$ cat src/rtl/addsub_pkg.sv
// Shared types and constants for the add/subtract accumulator.
package addsub_pkg;

  typedef enum logic [1:0] {
    OP_ADD   = 2'b00,
    OP_SUB   = 2'b01,
    OP_LOAD  = 2'b10,
    OP_CLEAR = 2'b11
  } op_t;

  typedef enum logic [1:0] {
    S_IDLE = 2'b00,
    S_EXEC = 2'b01,
    S_RESP = 2'b10
  } state_t;

  localparam logic [3:0] SAT_POS = 4'b0111;
  localparam logic [3:0] SAT_NEG = 4'b1000;

  localparam int FLAG_N = 3;
  localparam int FLAG_Z = 2;
  localparam int FLAG_C = 1;
  localparam int FLAG_V = 0;

endpackage

$ cat src/rtl/adder_subtractor.sv
// Ripple-style adder/subtractor: S = A + B when M=0, A - B (two's complement) when M=1.
module adder_subtractor #(
  parameter int WIDTH = 4
) (
  input  logic [WIDTH-1:0] A,
  input  logic [WIDTH-1:0] B,
  input  logic             M,
  output logic [WIDTH-1:0] S,
  output logic             C,
  output logic             V
);

  logic [WIDTH-1:0] w_b_eff;
  logic [WIDTH:0]   w_total;

  assign w_b_eff = B ^ {WIDTH{M}};
  assign w_total = {1'b0, A} + {1'b0, w_b_eff} + {{WIDTH{1'b0}}, M};
  assign S       = w_total[WIDTH-1:0];
  assign C       = w_total[WIDTH];
  // Overflow: both effective operands share a sign that the result does not.
  assign V       = (A[WIDTH-1] == w_b_eff[WIDTH-1]) && (S[WIDTH-1] != A[WIDTH-1]);

endmodule

$ cat src/rtl/addsub_accumulator.sv
// Handshaked accumulator around adder_subtractor (IDLE -> EXEC -> RESP).
// Define ADDSUB_SATURATE_EN to clamp ADD/SUB overflow instead of wrapping.
module addsub_accumulator
  import addsub_pkg::*;
#(
  parameter int               WIDTH    = 4,
  parameter logic [WIDTH-1:0] ACC_INIT = 4'h0
) (
  input  logic             clk,
  input  logic             rst,
  input  logic             in_valid,
  output logic             in_ready,
  input  logic [1:0]       in_op,
  input  logic [WIDTH-1:0] in_b,
  output logic             out_valid,
  input  logic             out_ready,
  output logic [WIDTH-1:0] out_acc,
  output logic [3:0]       out_flags,
  output logic             ovf_sticky
);

  state_t                  r_state, w_state_next;
  op_t                     r_op;
  logic signed [WIDTH-1:0] r_b;
  logic [WIDTH-1:0]        r_acc;
  logic [3:0]              r_flags;
  logic                    r_sticky;

  logic [WIDTH-1:0]        w_sum, w_acc_next;
  logic                    w_carry, w_ovf, w_sub, w_c_next, w_v_next;
  logic [3:0]              w_flags_next;

`ifdef ADDSUB_SATURATE_EN
  function automatic logic [WIDTH-1:0] sat_result(input logic signed [WIDTH-1:0] s_wrapped,
                                                  input logic ovf);
    if (!ovf) return s_wrapped;
    // A wrapped result with the sign bit set came from a positive overflow.
    return s_wrapped[WIDTH-1] ? SAT_POS : SAT_NEG;
  endfunction
`endif

  assign w_sub = (r_op == OP_SUB);

  adder_subtractor #(.WIDTH(WIDTH)) u_addsub (
    .A (r_acc),
    .B (r_b),
    .M (w_sub),
    .S (w_sum),
    .C (w_carry),
    .V (w_ovf)
  );

  assign in_ready   = (r_state == S_IDLE) && !rst;
  assign out_valid  = (r_state == S_RESP);
  assign out_acc    = r_acc;
  assign out_flags  = r_flags;
  assign ovf_sticky = r_sticky;

  always_comb begin
    w_state_next = r_state;
    case (r_state)
      S_IDLE:  if (in_valid && in_ready) w_state_next = S_EXEC;
      S_EXEC:  w_state_next = S_RESP;
      S_RESP:  if (out_ready) w_state_next = S_IDLE;
      default: w_state_next = S_IDLE;
    endcase
  end

  always_comb begin
    w_acc_next = w_sum;
    w_c_next   = 1'b0;
    w_v_next   = 1'b0;
    case (r_op)
      OP_ADD, OP_SUB: begin
`ifdef ADDSUB_SATURATE_EN
        w_acc_next = sat_result(w_sum, w_ovf);
`else
        w_acc_next = w_sum;
`endif
        w_c_next = w_carry;
        w_v_next = w_ovf;
      end
      OP_LOAD:  w_acc_next = r_b;
      OP_CLEAR: w_acc_next = '0;
      default:  w_acc_next = w_sum;
    endcase
    w_flags_next         = 4'b0000;
    w_flags_next[FLAG_N] = w_acc_next[WIDTH-1];
    w_flags_next[FLAG_Z] = (w_acc_next == '0);
    w_flags_next[FLAG_C] = w_c_next;
    w_flags_next[FLAG_V] = w_v_next;
  end

  always_ff @(posedge clk) begin
    if (rst) r_state <= S_IDLE;
    else     r_state <= w_state_next;
  end

  // Command capture in IDLE; result capture at the end of EXEC.
  always_ff @(posedge clk) begin
    if (rst) begin
      r_acc    <= ACC_INIT;
      r_flags  <= 4'b0000;
      r_sticky <= 1'b0;
    end else if (r_state == S_EXEC) begin
      r_acc    <= w_acc_next;
      r_flags  <= w_flags_next;
      r_sticky <= (r_op == OP_CLEAR) ? 1'b0 : (r_sticky | w_v_next);
    end
  end

  always_ff @(posedge clk) begin
    if (in_valid && in_ready) begin
      r_op <= op_t'(in_op);
      r_b  <= in_b;
    end
  end

endmodule

$ cat config.mk
export PLATFORM = sky130hd
export DESIGN_NAME = addsub_accumulator
export DESIGN_NICKNAME = d
export VERILOG_FILES = /design/src/rtl/addsub_pkg.sv /design/src/rtl/adder_subtractor.sv /design/src/rtl/addsub_accumulator.sv
export SDC_FILE = /design/constraint.sdc
export NUM_CORES = 1
export LEC_CHECK = 0
export ABC_CLOCK_PERIOD_IN_PS = 2100
export CAP_MARGIN = 20
export CORE_UTILIZATION = 25
export DETAILED_ROUTE_END_ITERATION = 16
export DONT_BUFFER_PORTS = 1
export PLACE_DENSITY = 0.39
export SYNTH_ARGS = -nofsm -noshare
export SYNTH_HDL_FRONTEND = slang
export SYNTH_HIERARCHICAL = 1
export SYNTH_SLANG_ARGS = --single-unit
$ cat constraint.sdc
create_clock -name clk -period 2.1 [get_ports clk]
set_input_delay 0.315 -clock clk [delete_from_list [all_inputs] [get_ports clk]]
set_output_delay 0.315 -clock clk [all_outputs]
set_load 0.01 [all_outputs]
==> results of run 1 <==
repair_timing:
action                                  in CTS  in global routing
pin swaps                                    8                  5
endpoints found under the setup margin       2                  4
cloned                                       0                  0
buffers inserted                             0                  1
resized for setup                            1                  1
kinds of logic (layout without fill, tap and decap cells):
group                      count (synthesis)  after routing  synth area share, %
buffers and inverters                      5             15                 3.70
AOI/OAI and AO/OA                         17             17                 17.2
xor gates and xnor gates                   6              6                 6.21
muxes                                      2              2                 3.55
and+or+nand+nor                           26             26                 17.6
adders and majority gates                  4              4                 6.81
DFF                                       16             16                 45.0
final timing paths:
check,endpoint,depth (start not counted),from
worst max register to register,out_flags[2],10,r_op[0]
worst min register to register,out_flags[0],2,out_flags[0]
worst min-delay path,ovf_sticky,1,rst
worst max-delay path,out_flags[2],10,r_op[0]
metrics by stage:
step           setup WS, ns  TNS, ns
5_1_grt              -0.234   -0.459
2_1_floorplan       -0.0769   -0.111
6_report             -0.109   -0.173
3_5_place_dp         -0.127   -0.206
3_3_place_gp        -0.0788   -0.143
4_1_cts              -0.146   -0.235
area by class of cell:
cell class	instances	area (µm²)	area share (%)
flip-flops and latches	16	380	38.5
clock buffers	3	22.5	2.28
repair buffers	9	67.6	6.84
multi-input cells	55	452	45.7
clock inverters	1	3.75	0.380
inverters	2	7.51	0.759
well taps	44	55.1	5.57
routing by layer:
metal | track usage [%] | vias to the layer above
met3 | 3.46 | 4
met5 | 0 | -
li1 | - | 296
met4 | 4.98 | 0
met2 | 15.5 | 14
met1 | 14.0 | 272
sequential cells by signal, summed over array words and instances (netlist names):
register	count
r_state	2
r_op	2
out_flags	3
ovf_sticky	1
out_acc	4
r_b	4
where the power goes:
group | switching, W | leakage (nW) | internal (W)
clock | 0.000101 | 0.0154 | 0.0000690
combinational | 0.0000682 | 0.252 | 0.0000676
sequential | 0.0000185 | 0.137 | 0.000338
total | 0.000188 | 0.404 | 0.000475
placed cells by master, fill, tap and decap left out, drive strengths merged, types with 3 or more instances in the layout:
cell type  count
clkbuf         3
nor2           6
buf            9
nor3           4
ha             3
a21o           3
edfxtp         6
xor2           5
a221oi         4
dfxtp         10
a21oi          4
cell usage after synthesis, types with 3 or more instances:
library cell / n / area, µm²
a21o_1: 3 / 22.5
a21oi_1: 4 / 20.0
dfxtp_1: 10 / 200
edfxtp_1: 6 / 180
ha_1: 3 / 37.5
nor2_1: 6 / 22.5
nor3_1: 4 / 20.0
xor2_1: 5 / 43.8
==> flow_summary.toml, run 1 <==
[status]
status = "finished, violations left"
violations = "setup timing"

[worst_setup_path]
cp.required_ns = 2.34
cp-start-kind = "flip-flop"
critPathKind = "flip-flop to flip-flop"
max_stage_delay_ns = 0.40
critPathBufInv = 1
endpoint_kind = "flip-flop"
cpMaxStageDelayCell = "edfxtp_1"
worstPathArrival_ns = 2.45
crit_family = "compound AO/OA/AOI/OAI gates"
crit_fanout = 3
reg2reg_slack_ns = -0.11
crit_chain = "inv_2 -> nor2_4 -> xor2_1 -> ha_1 -> a21o_1 -> a31oi_4 -> xnor2_2 -> or2_1 -> a221oi_2 -> a31o_1"

[placement]
hpwl_mm = 1.32
placed_cell_area_um2 = 945
io_buffers = 0
placedCellCount = 125
place_congestion = 0.710

[die]
ios = 21
start_util_pct = 27.0
rows = 20
die_area_um2 = 3620
die_x_um = 60.2
core-area_um2 = 3130
die_h_um = 60.2

[global_routing]
track_usage_pct = 10.6
grt_overflow = 0
grt_pass1_vias = 533
antenna_found_initial = 0
grt_max_degree = 12
grt_pass1_wl_mm = 2.66

[logic_synthesis]
synth-warning-count = 6
synth_ff_type = "dfxtp_1"
ys_ff_latch = 16
avgSynthCellArea_um2 = 11.1
syn_area_um2 = 846
synthArstFlopShare_pct = 0
synth_enable_flop_cells = 6
netlist-cell-type-count = 32
syn_nets = 90
seq_area_frac_synth_pct = 45.0
syn_inst = 76

[finish]
nets = 101
final_area_um2 = 988
fin_util_pct = 31.6
final_cells = 130
diodes = 0
drive_gt1_share_pct = 26.7
num-fill-cells = 332
area_growth_pct = 16.9

[hold_path]
min_path_type = "input port to flip-flop"

[flow_run]
max_cap_viol_count = 0

[cts]
cts_root_buf = "clkbuf_4"
cts_hold_buf = 0
path_clk_slew_ns = 0.10
clk_latency_ns = 0.29
tritoncts = "built"
cts_htree_levels = 1
cts_buffer_depth = 2
cts_made_buffers = 3
cts_sinks = 16

[drt]
route.top_layer_used = "met4"
routed_via_density = 4.51
met1_length_um = 801
wire_per_inst_um = 13.1
wl_met2_um = 806
drc_errors = 0
finalWirelength_mm = 1.70
dr_wl_met3_um = 75
drtIter0Drc = 7
drt_pass1_iterations = 4
ant_nets = 0
via_count = 586

[timing]
layout_worst_path_cycle_share_pct = 105
setup_ws_ns = -0.109
drv_slew = 0
post-route-min-period_ns = 2.21
rsz0062_at_grt = "true"
whs_ns = 0.0773
relSlewSlack_pct = 77.3
timing.final.hold_violations = 0
worstMarginPinSlew_ns = 0.340
fin_skew_ns = 0.00667
clock.fmax_mhz = 453
setup-violations-final = 2

[pwr]
p_per_area_nw_per_um2 = 671
peakVddDrop_uv = 294
p_leak_nw = 0.404
fin_total_pwr_w = 0.000663
No activity file was read; power rests on OpenSTA's default activity.
==> run 2: changes to the inputs <==
- CTS_BUF_LIST: default -> sky130_fd_sc_hd__clkbuf_8
==> run 2 against run 1 <==
Net effect: the flow still finishes with violations (setup timing); sequential share of layout area down 0.62 points; total power up 10%; fmax increased by 0.17%; global-route usage is essentially flat; count of clock-buffer cells in the layout stayed put.
==> flow_summary.toml, run 2 (same netlist as run 1, synthesis figures left out) <==
[status]
status = "finished, violations left"
violations = "setup timing"

[drt]
drc_errors = 0
routed_via_density = 4.41
wire_per_inst_um = 13.1
via_count = 573
ant_nets = 0
drt_pass1_iterations = 3
drtIter0Drc = 7
finalWirelength_mm = 1.71

[timing]
post-route-min-period_ns = 2.21
fin_skew_ns = 0.00405
layout_worst_path_cycle_share_pct = 105
rsz0062_at_grt = "true"
relSlewSlack_pct = 77.7
worstMarginPinSlew_ns = 0.334
setup_ws_ns = -0.105
drv_slew = 0
setup-violations-final = 2
timing.final.hold_violations = 0
clock.fmax_mhz = 453
fin_setup_tns_ns = -0.167

[cts]
cts_hold_buf = 0
cts_root_buf = "clkbuf_8"
cts_buffer_depth = 2
cts_htree_levels = 1
tritoncts = "built"
cts_sinks = 16
path_clk_slew_ns = 0.07
clk_latency_ns = 0.25
cts_made_buffers = 3

[pwr]
p_leak_nw = 0.414
power.switching_w = 0.000195
swShare_pct = 26.7
clockPowerShare_pct = 32.7
share_comb_of_total_power_pct = 18.4
power.internal_w = 0.000535
peakVddDrop_uv = 348
p_per_area_nw_per_um2 = 727
pwr-share-seq_pct = 48.9

[global_routing]
track_usage_pct = 10.7
grt_pass1_vias = 536
antenna_found_initial = 0
grt_pass1_wl_mm = 2.67
grt_max_degree = 12
grt_overflow = 0

[worst_setup_path]
max_stage_delay_ns = 0.39
crit_family = "compound AO/OA/AOI/OAI gates"
cp-start-kind = "flip-flop"
crit_chain = "inv_2 -> nor2_4 -> xor2_1 -> ha_1 -> a21o_1 -> a31oi_4 -> xnor2_2 -> or2_1 -> a221oi_2 -> a31o_1"
cpMaxStageDelayCell = "edfxtp_1"
worst_r2r_path_depth = 10
crit_end = "out_flags[2]"
crit_fanout = 3
r2r_end = "out_flags[2]"
reg2reg_slack_ns = -0.11
critPathBufInv = 1
cp.depth = 10
critPathKind = "flip-flop to flip-flop"
worstPathArrival_ns = 2.40
timing.critical_path.from = "r_op[0]"
cp.required_ns = 2.30
endpoint_kind = "flip-flop"
rr_startpoint = "r_op[0]"

[die]
die_x_um = 60.2
die_area_um2 = 3620
ios = 21
start_util_pct = 27.0
die_h_um = 60.2
rows = 20
core-area_um2 = 3130

[finish]
fin_util_pct = 32.1
final_common_cell = "dfxtp_1"
nets = 101
layout_common_cells = "dfxtp_1 (10), buf_4 (9), edfxtp_1 (6), nor2_1 (5), xor2_1 (5)"
final_cells = 130
area_growth_pct = 18.8
drive_gt1_share_pct = 25.6
final_area_um2 = 1000
diodes = 0

[placement]
io_buffers = 0
place_congestion = 0.710
placed_cell_area_um2 = 945
post-place-ws_ns = -0.127
hpwl_mm = 1.32
placedCellCount = 125

[flow_run]
max_cap_viol_count = 0

[hold_path]
min_path_type = "input port to flip-flop"
[run 2: cell types whose count changed in the layout (fill, tap and decap cells not counted)]
cell / delta
fa_2: -1
fa_1: +1
clkbuf_4: -3
clkbuf_8: +3
[run 2: how the worst min path moves through the flow]
stage	endpoint	cells past startpoint	startpoint	slack [ns]
after floorplan	r_b[0]	0	in_b[0]	0.41
after global placement	ovf_sticky	1	rst	0.39
after detailed placement	out_flags[1]	1	rst	0.39
after CTS	ovf_sticky	1	rst	0.12
after global routing	out_flags[0]	1	rst	0.11
final	ovf_sticky	1	rst	0.12
[run 2: worst register-to-register path, cell delays in order (launching register included)]
cell      delay (ns)
edfxtp_1        0.39
inv_2           0.09
nor2_4          0.05
xor2_1          0.16
ha_1            0.31
a21o_1          0.19
a31oi_4         0.19
xnor2_2         0.09
or2_1           0.24
a221oi_2        0.26
a31o_1          0.18
[run 2: power by group through the flow]
| stage | Sequential, W | Clock [W] | Combinational (W) |
|---|---|---|---|
| 3_5_place_dp | 0.000364 | 0 | 0.000129 |
| 2_1_floorplan | 0.000362 | 0 | 0.000102 |
| 4_1_cts | 0.000357 | 0.000250 | 0.000135 |
| 5_1_grt | 0.000360 | 0.000263 | 0.000148 |
| 6_report | 0.000357 | 0.000239 | 0.000134 |
| 3_3_place_gp | 0.000364 | 0 | 0.000130 |
[run 2: cell type report]
class                           instances  area (µm²)
Fill cell                             331        2120
Multi-Input combinational cell         55         449
Sequential cell                        16         380
Timing Repair Buffer                    9        67.6
Tap cell                               44        55.1
Clock buffer                            3        41.3
Inverter                                2        7.51
Clock inverter                          1        3.75
[run 2: per-stage QoR]
stage | power [W] | hold slack, ns
after global placement | 0.000494 | 0.388
after global routing | 0.000771 | 0.110
after detailed placement | 0.000494 | 0.388
after floorplan | 0.000463 | 0.414
after CTS | 0.000742 | 0.118
final | 0.000730 | 0.125
[run 2: per-layer routing]
layer / up-vias / share of wire [%] / track usage, %
met3: 2 / 3.7 / 3.46
li1: 295 / - / -
met2: 10 / 48 / 15.7
met5: - / 0 / 0
met1: 266 / 47 / 14.0
met4: 0 / 0.47 / 4.98
[run 2: what timing repair did]
action                     CTS  global route
hold endpoints to repair     0             0
pin swaps                    8             5
buffers inserted             0             1
gates resized for setup      1             0
setup endpoints to repair    2             4
